File: config.mk
export PLATFORM = sky130hd
export DESIGN_NAME = game_timer_display_flat
export DESIGN_NICKNAME = d
export VERILOG_FILES = /design/src/rtl/game_timer_display_if.sv /design/src/rtl/game_timer_display.sv /design/src/flat_wrapper.sv
export SDC_FILE = /design/constraint.sdc
export NUM_CORES = 1
export LEC_CHECK = 0
export ABC_CLOCK_PERIOD_IN_PS = 6900
export CAP_MARGIN = 20
export CORE_MARGIN = 4
export CORE_UTILIZATION = 45
export CTS_BUF_LIST = sky130_fd_sc_hd__clkbuf_8
export DETAILED_ROUTE_END_ITERATION = 8
export PLACE_DENSITY = 0.69
export SLEW_MARGIN = 20
export SYNTH_ARGS = -nofsm -noshare
export SYNTH_HDL_FRONTEND = slang
export SYNTH_SLANG_ARGS = --single-unit
File: constraint.sdc
create_clock -name clk_1000 -period 6.9 [get_ports clk_1000]
set_input_delay 0.69 -clock clk_1000 [delete_from_list [all_inputs] [get_ports clk_1000]]
set_output_delay 0.69 -clock clk_1000 [all_outputs]
set_load 0.02 [all_outputs]
File: src/rtl/game_timer_display_if.sv
// Signal bundle between the game-control logic and the timer/display block.
// The master side drives game control; the slave side is the timer itself.
interface game_timer_display_if #(
    parameter int DIGITS = 8
);
    logic                  start;
    logic                  over;
    logic                  dir;
    logic                  load;
    logic [4*DIGITS-1:0]   load_val;
    logic                  blank_lz;
    logic [6:0]            seg;
    logic [DIGITS-1:0]     an;
    logic                  expired;
    logic [4*DIGITS-1:0]   bcd_out;

    modport master (
        output start, over, dir, load, load_val, blank_lz,
        input  seg, an, expired, bcd_out
    );

    modport slave (
        input  start, over, dir, load, load_val, blank_lz,
        output seg, an, expired, bcd_out
    );
endinterface

File: src/rtl/game_timer_display.sv
// Native-BCD game timer (up/down with saturation) driving a multiplexed,
// common-anode 7-segment digit array scanned once per clk_1000 cycle.
module game_timer_display #(
    parameter int DIGITS   = 8,
    parameter int TICK_DIV = 1000
) (
    input  logic                 clk_1000,
    input  logic                 rst,
    game_timer_display_if.slave  bus
);

    localparam int W     = 4 * DIGITS;
    localparam int CNT_W = $clog2(TICK_DIV);
    localparam int IDX_W = $clog2(DIGITS);
    localparam logic [CNT_W-1:0] TICK_LAST = CNT_W'(TICK_DIV - 1);
    localparam logic [IDX_W-1:0] IDX_LAST  = IDX_W'(DIGITS - 1);

    logic [W-1:0]      time_q;
    logic [W-1:0]      time_d;
    logic [W-1:0]      inc_val;
    logic [W-1:0]      dec_val;
    logic              expired_q;
    logic              expired_d;
    logic [CNT_W-1:0]  tick_cnt;
    logic              tick;
    logic              all_nines;
    logic              is_zero;
    logic [IDX_W-1:0]  scan_idx;
    logic [DIGITS-1:0] zero_from;
    logic              lz_run;
    logic [3:0]        digit_sel;
    logic              blank_sel;
    logic [6:0]        seg_d;
    logic [6:0]        seg_q;
    logic [DIGITS-1:0] an_d;
    logic [DIGITS-1:0] an_q;

    function automatic logic [W-1:0] bcd_inc(input logic [W-1:0] v);
        logic [W-1:0] r;
        logic         carry;
        r     = v;
        carry = 1'b1;
        for (int i = 0; i < DIGITS; i++) begin
            if (carry) begin
                if (v[4*i +: 4] == 4'd9) begin
                    r[4*i +: 4] = 4'd0;
                end else begin
                    r[4*i +: 4] = v[4*i +: 4] + 4'd1;
                    carry       = 1'b0;
                end
            end
        end
        return r;
    endfunction

    function automatic logic [W-1:0] bcd_dec(input logic [W-1:0] v);
        logic [W-1:0] r;
        logic         borrow;
        r      = v;
        borrow = 1'b1;
        for (int i = 0; i < DIGITS; i++) begin
            if (borrow) begin
                if (v[4*i +: 4] == 4'd0) begin
                    r[4*i +: 4] = 4'd9;
                end else begin
                    r[4*i +: 4] = v[4*i +: 4] - 4'd1;
                    borrow      = 1'b0;
                end
            end
        end
        return r;
    endfunction

    // Presets are user-facing, so out-of-range nibbles are clamped rather than rejected.
    function automatic logic [W-1:0] bcd_clamp(input logic [W-1:0] v);
        logic [W-1:0] r;
        r = v;
        for (int i = 0; i < DIGITS; i++) begin
            if (v[4*i +: 4] > 4'd9) r[4*i +: 4] = 4'd9;
        end
        return r;
    endfunction

    function automatic logic [6:0] seg7(input logic [3:0] d);
        logic [6:0] s;
        case (d)
            4'd0:    s = 7'b1000000;
            4'd1:    s = 7'b1111001;
            4'd2:    s = 7'b0100100;
            4'd3:    s = 7'b0110000;
            4'd4:    s = 7'b0011001;
            4'd5:    s = 7'b0010010;
            4'd6:    s = 7'b0000010;
            4'd7:    s = 7'b1111000;
            4'd8:    s = 7'b0000000;
            4'd9:    s = 7'b0010000;
            default: s = 7'b1111111;
        endcase
        return s;
    endfunction

    always_comb begin
        all_nines = 1'b1;
        for (int i = 0; i < DIGITS; i++) begin
            all_nines = all_nines & (time_q[4*i +: 4] == 4'd9);
        end
    end

    assign is_zero = (time_q == '0);
    assign inc_val = bcd_inc(time_q);
    assign dec_val = bcd_dec(time_q);
    assign tick    = bus.start && !bus.over && !expired_q && (tick_cnt == TICK_LAST);

    // Time update: load beats start=0 beats over beats tick.
    always_comb begin
        time_d    = time_q;
        expired_d = expired_q;
        if (bus.load) begin
            time_d    = bcd_clamp(bus.load_val);
            expired_d = 1'b0;
        end else if (!bus.start) begin
            if (!bus.dir) time_d = '0;
            expired_d = 1'b0;
        end else if (bus.over) begin
            time_d = time_q;
        end else if (tick) begin
            if (!bus.dir) begin
                if (all_nines) expired_d = 1'b1;
                else           time_d    = inc_val;
            end else begin
                if (is_zero) begin
                    expired_d = 1'b1;
                end else begin
                    time_d = dec_val;
                    if (dec_val == '0) expired_d = 1'b1;
                end
            end
        end
    end

    always_ff @(posedge clk_1000 or posedge rst) begin
        if (rst) begin
            time_q    <= '0;
            expired_q <= 1'b0;
        end else begin
            time_q    <= time_d;
            expired_q <= expired_d;
        end
    end

    always_ff @(posedge clk_1000 or posedge rst) begin
        if (rst) begin
            tick_cnt <= '0;
        end else if (bus.load || !bus.start || bus.over) begin
            tick_cnt <= '0;
        end else if (!expired_q) begin
            tick_cnt <= tick ? '0 : tick_cnt + 1'b1;
        end
    end

    // zero_from[i] is set when digits i..DIGITS-1 are all zero.
    always_comb begin
        zero_from = '0;
        lz_run    = 1'b1;
        for (int i = DIGITS - 1; i >= 0; i--) begin
            lz_run       = lz_run & (time_q[4*i +: 4] == 4'd0);
            zero_from[i] = lz_run;
        end
    end

    always_comb begin
        digit_sel = time_q[4*scan_idx +: 4];
        blank_sel = bus.blank_lz && (scan_idx != '0) && zero_from[scan_idx];
        seg_d     = blank_sel ? 7'b1111111 : seg7(digit_sel);
        an_d      = '1;
        an_d[scan_idx] = 1'b0;
    end

    // seg and an register from the same index so they never disagree.
    always_ff @(posedge clk_1000 or posedge rst) begin
        if (rst) begin
            scan_idx <= '0;
            seg_q    <= 7'b1111111;
            an_q     <= '1;
        end else begin
            scan_idx <= (scan_idx == IDX_LAST) ? '0 : scan_idx + 1'b1;
            seg_q    <= seg_d;
            an_q     <= an_d;
        end
    end

    assign bus.seg     = seg_q;
    assign bus.an      = an_q;
    assign bus.expired = expired_q;
    assign bus.bcd_out = time_q;

endmodule

File: src/flat_wrapper.sv
// flat-port wrapper written by rule: the top's interface ports become plain ports
module game_timer_display_flat 
#(
    parameter int DIGITS   = 8,
    parameter int TICK_DIV = 1000
)
  (clk_1000, rst, bus_start, bus_over, bus_dir, bus_load, bus_load_val, bus_blank_lz, bus_seg, bus_an, bus_expired, bus_bcd_out);
  game_timer_display_if #(.DIGITS(DIGITS)) bus_i ();
  input  logic clk_1000;
  input  logic rst;
  input wire logic [$bits(bus_i.start)-1:0] bus_start;
  input wire logic [$bits(bus_i.over)-1:0] bus_over;
  input wire logic [$bits(bus_i.dir)-1:0] bus_dir;
  input wire logic [$bits(bus_i.load)-1:0] bus_load;
  input wire logic [$bits(bus_i.load_val)-1:0] bus_load_val;
  input wire logic [$bits(bus_i.blank_lz)-1:0] bus_blank_lz;
  output wire logic [$bits(bus_i.seg)-1:0] bus_seg;
  output wire logic [$bits(bus_i.an)-1:0] bus_an;
  output wire logic [$bits(bus_i.expired)-1:0] bus_expired;
  output wire logic [$bits(bus_i.bcd_out)-1:0] bus_bcd_out;
  assign bus_i.start = bus_start;
  assign bus_i.over = bus_over;
  assign bus_i.dir = bus_dir;
  assign bus_i.load = bus_load;
  assign bus_i.load_val = bus_load_val;
  assign bus_i.blank_lz = bus_blank_lz;
  assign bus_seg = bus_i.seg;
  assign bus_an = bus_i.an;
  assign bus_expired = bus_i.expired;
  assign bus_bcd_out = bus_i.bcd_out;
  game_timer_display #(.DIGITS(DIGITS), .TICK_DIV(TICK_DIV)) u_core (.clk_1000(clk_1000), .rst(rst), .bus(bus_i));
endmodule
==> flow_results.org <==
** STA
- In this run the tightest slew margin relative to its limit is 38.7%.
- In the final timing run, aggregate negative setup slack is 0 ps.
- The final-report hold violation count came to 0.
- Worst Skew :: around 5.8 ps
- Setup repair after global routing left no endpoint under its margin.
- At the pin with the least slew margin, the transition time is 897 ps.
- The final count of pins violating max slew is 0.
- Setup violations remaining at the end of the flow were counted as 0.
- Derived from the worst setup path, the maximum achievable clock frequency is around 290 MHz.
- Final critical-path required period :: 3450 ps
- Fin crit share :: between 40 and 50%

** Worst hold path
- For hold timing, the worst endpoint is u_core.tick_cnt[9].
- The min-delay analysis places its worst path in the category reg -> reg.
- Critical hold path startpoint :: u_core.tick_cnt[9]
- Counting instances, the worst hold path has a depth of 1.

** Global route
- First-pass GRT wire length :: about 26,000 um
- Global routing consumed, over all layers together, ~24% of the routing resources.
- The number of global-route vias before repair came to between 5,000 and 6,000.
- The number of antenna violations at the first check in global routing came to 0.
- Largest net degree at the start of global routing :: 62
- Global routing finished with a remaining overflow of 0.

** Power and ir drop
- The worst-case IR drop observed on VDD is between 0.0001 and 0.00015 V.
- LEAKAGE :: between 2 and 2.5 nW
- Switch Pwr :: slightly below 0.5 mW
- Share of total power in sequential cells :: between 30% and 40%
- Internal power comes to approximately 0.8 mW.
- Power Dens Cells :: around 210 mW/mm^2
- Combinational fraction of design power :: between 30% and 40%
- The clock network burns 28.0% of the power.
- Net switching fraction of the power :: a little under two fifths
- Power comes to around 1.3 mW.

** Floorplanning
- 87 I/O pins were placed.
- The core region is between 0.01 and 0.015 sq mm.
- Starting density of the core :: 46.6%
- Row generation in the floorplan step produced 38 rows.
- Die boundary width :: 115 um
- Die Y-Extent :: approximately 110 um
- The die covers between 0.01 and 0.015 sq mm.

** Synthesis
- During synthesis, Yosys emitted a total of 0 warnings.
- Commonest register cell after synthesis :: sky130_fd_sc_hd__dfrtp_1
- The synthesized design contains between 60 and 70 register bits.
- Synthesized area :: approximately 0.0051 sq mm
- Synth Instances :: about 620
- Yosys mapped a number of flops with a built-in enable equal to 0.
- Share of the yosys chip area belonging to registers :: a little under a third
- Synthesis produced a netlist with a net count of 672.
- After synthesis, the share of flip-flops with an asynchronous set or reset is 100%.
- After synthesis, the netlist uses 82 different library cells.
- Avg Synthesized Cell Area :: 8.24 sq um

** Final layout
- In the final layout, the share of cells above drive strength 1 is approximately a tenth.
- Area growth, synth to finish :: 20.5%
- Number of non-filler instances in the completed layout :: between 800 and 900
- Summing all non-filler instances in the final layout gives an area of 0.00617 sq mm.
- After the last flow step, the layout net total stands at just over 700.
- Final antenna diode count :: 0

** Setup path
- On the worst path, the slowest cell contributes a delay of between 600 and 700 ps.
- Across all register-to-register paths, the minimum setup slack is 3450 ps.
- Maximum net fanout on the critical path :: 13
- Reg-to-Reg End :: u_core.bus.bcd_out[29]
- STA classifies the critical path startpoint as a register.
- The critical path is of the reg -> reg type.
- Tracing the worst setup path back leads to its startpoint at u_core.bus.bcd_out[1].
- The largest individual stage delay along the critical path comes from the cell sky130_fd_sc_hd__nand4_1.
- The worst register-to-register path begins at u_core.bus.bcd_out[1].
- At the worst endpoint, the arrival time is ~3700 ps.
- Worst reg2reg path depth :: 8
- The worst setup path is captured at a register.
- At the worst endpoint, the required time is about 7000 ps.
- The signal on the critical path passes through inv_1 > ha_1 > nor3b_2 > nand4_1 > or4_4 > mux2i_1 > o221ai_1 > mux2_4.

** Place
- Placed standard-cell area :: 0.00595 sq mm
- Number of placed instances with taps included :: 800
- Buffers placed on the I/O ports in this run total 86.
- Detailed placement ended at an HPWL of approximately 11,000 um.
- The congestion estimate from routability-driven global placement came to slightly above 0.9.

** Clock network
- Once the clock tree was built, the resizer swapped 0 gates to a different size.
- At the later pin of the worst-skew pair, clock insertion delay measures between 300 and 400 ps.
- In this run the clock root is driven by a sky130_fd_sc_hd__clkbuf_8.
- Post-CTS Setup Bufs :: 0
- CTS Buffer Depth :: 2
- In this run the number of H-tree levels came out at 3.
- Hold bufs inserted after CTS :: 0
- TritonCTS clock tree :: yes
- For this design, the sink count on the clock tree is 61.
- Clock transition at the registers of the reported paths :: about 70 ps
- CTS Buf Count :: 9

** Detailed routing
- Routed via count :: 5,279
- Routed WL :: 15,900 um
- Routed len/inst :: 19.5 um
- Number of violations reported at the end of detailed-routing iteration 0 :: approximately 430
- The count of nets left with antenna violations once routing finished came out at 0.
- Number of iterations in the first detailed-routing pass :: 5
- Via density per instance :: around 6.5
- In the routed design, unresolved DRC markers number 0.

** Run
- The tool flagged a number of max-cap violations equal to 0.

** Outcome
- Run status :: finished clean
cell families (layout without fill, tap and decap cells):
kind of cell | count (synthesis) | after routing | synth area share (%)
simple gates | 232 | 232 | 26.5
fa+ha+maj | 12 | 12 | 2.93
mux | 19 | 19 | 3.98
flops | 61 | 61 | 30.2
xor+xnor | 17 | 17 | 2.91
compound gates | 199 | 199 | 26.7
buf+inv | 81 | 136 | 6.77
worst max-delay path by stage:
stage	endpoint	slack (ps)	depth (start not counted)
final	u_core.bus.bcd_out[29]	3450	8
after global placement	u_core.bus.bcd_out[29]	2930	7
after detailed placement	u_core.bus.bcd_out[29]	2850	7
after CTS	u_core.bus.bcd_out[17]	3210	6
after global routing	u_core.bus.expired	3160	8
after floorplan	u_core.bus.bcd_out[29]	4300	10
critical path, delay by kind of cell, from the launching register on:
kind,cells,cell delay (ps)
AOI/OAI and AO/OA,1,160
adders and majority gates,1,270
buffers and inverters,1,160
DFF,1,510
muxes,2,470
and+or+nand+nor,3,1750
power by group through the flow:
stage / combinational (mW) / sequential, mW / clock, mW
after CTS: 0.443 / 0.502 / 0.377
after global placement: 0.434 / 0.507 / 0
final: 0.444 / 0.505 / 0.370
after global routing: 0.483 / 0.513 / 0.391
after detailed placement: 0.440 / 0.508 / 0
after floorplan: 0.285 / 0.493 / 0
sequential cells by signal, indices dropped and copies added (netlist names):
name / cells
u_core.scan_idx: 3
u_core.bus.an: 8
u_core.bus.seg: 7
u_core.bus.expired: 1
u_core.bus.bcd_out: 32
u_core.tick_cnt: 10
synthesized netlist by cell type (14+ instances only):
cell type,count,area [sq um]
sky130_fd_sc_hd__clkbuf_1,28,105
sky130_fd_sc_hd__dfrtp_1,46,1150
sky130_fd_sc_hd__nand2_1,55,206
sky130_fd_sc_hd__dfstp_2,15,394
sky130_fd_sc_hd__buf_2,19,95.1
sky130_fd_sc_hd__nand3_1,14,70.1
sky130_fd_sc_hd__o21ai_0,51,255
sky130_fd_sc_hd__nor2_1,38,143
sky130_fd_sc_hd__nand2b_1,14,87.6
sky130_fd_sc_hd__nor3_1,18,90.1
sky130_fd_sc_hd__a21oi_1,28,140
sky130_fd_sc_hd__inv_1,31,116
layer usage:
layer  track usage [%]  routed length (um)
met5                 0                   0
met4              10.9                 431
met3              5.07                1210
met2              38.2                7380
met1              32.1                6860
area by class of cell:
type                            count  area, sq um
Fill cell                        1047         4810
Multi-Input combinational cell    479         3230
Sequential cell                    61         1550
Timing Repair Buffer               89          878
Tap cell                          140          175
Clock buffer                       10          138
Inverter                           31          116
Clock inverter                      6         86.3
cells in the final DEF (no fill, tap or decap), types with 5 or more instances in the layout:
cell type / count
sky130_fd_sc_hd__ha_1: 12
sky130_fd_sc_hd__mux2_2: 6
sky130_fd_sc_hd__inv_1: 30
sky130_fd_sc_hd__nand2b_1: 14
sky130_fd_sc_hd__xnor2_1: 11
sky130_fd_sc_hd__or2_2: 5
sky130_fd_sc_hd__nor3_1: 18
sky130_fd_sc_hd__o21a_1: 5
sky130_fd_sc_hd__nor4_1: 8
sky130_fd_sc_hd__o22ai_1: 11
sky130_fd_sc_hd__o21ai_0: 51
sky130_fd_sc_hd__a22oi_1: 9
sky130_fd_sc_hd__nor4b_1: 7
sky130_fd_sc_hd__clkbuf_8: 10
sky130_fd_sc_hd__a211oi_1: 7
sky130_fd_sc_hd__clkdlybuf4s50_1: 85
sky130_fd_sc_hd__dfstp_2: 15
sky130_fd_sc_hd__nand4_1: 9
sky130_fd_sc_hd__mux2i_1: 11
sky130_fd_sc_hd__nor2_1: 37
sky130_fd_sc_hd__xor2_1: 6
sky130_fd_sc_hd__nor2b_1: 13
sky130_fd_sc_hd__a22o_1: 13
sky130_fd_sc_hd__o41ai_1: 5
sky130_fd_sc_hd__o31ai_1: 9
sky130_fd_sc_hd__nand3_1: 14
sky130_fd_sc_hd__or3_1: 5
sky130_fd_sc_hd__nand2_1: 55
sky130_fd_sc_hd__and3_1: 7
sky130_fd_sc_hd__a21oi_1: 28
sky130_fd_sc_hd__dfrtp_1: 46
sky130_fd_sc_hd__a221oi_1: 9
stage by stage:
step / worst slack (ps) / utilization, % / hold WS, ps
after detailed placement: 2850 / 54.1 / 472
after global placement: 2930 / 54.1 / 469
after floorplan: 4300 / - / 437
final: 3450 / 56.2 / 485
after CTS: 3210 / 56.2 / 481
after global routing: 3160 / 56.2 / 510
Note: power is estimated with default switching activity, not from simulation.
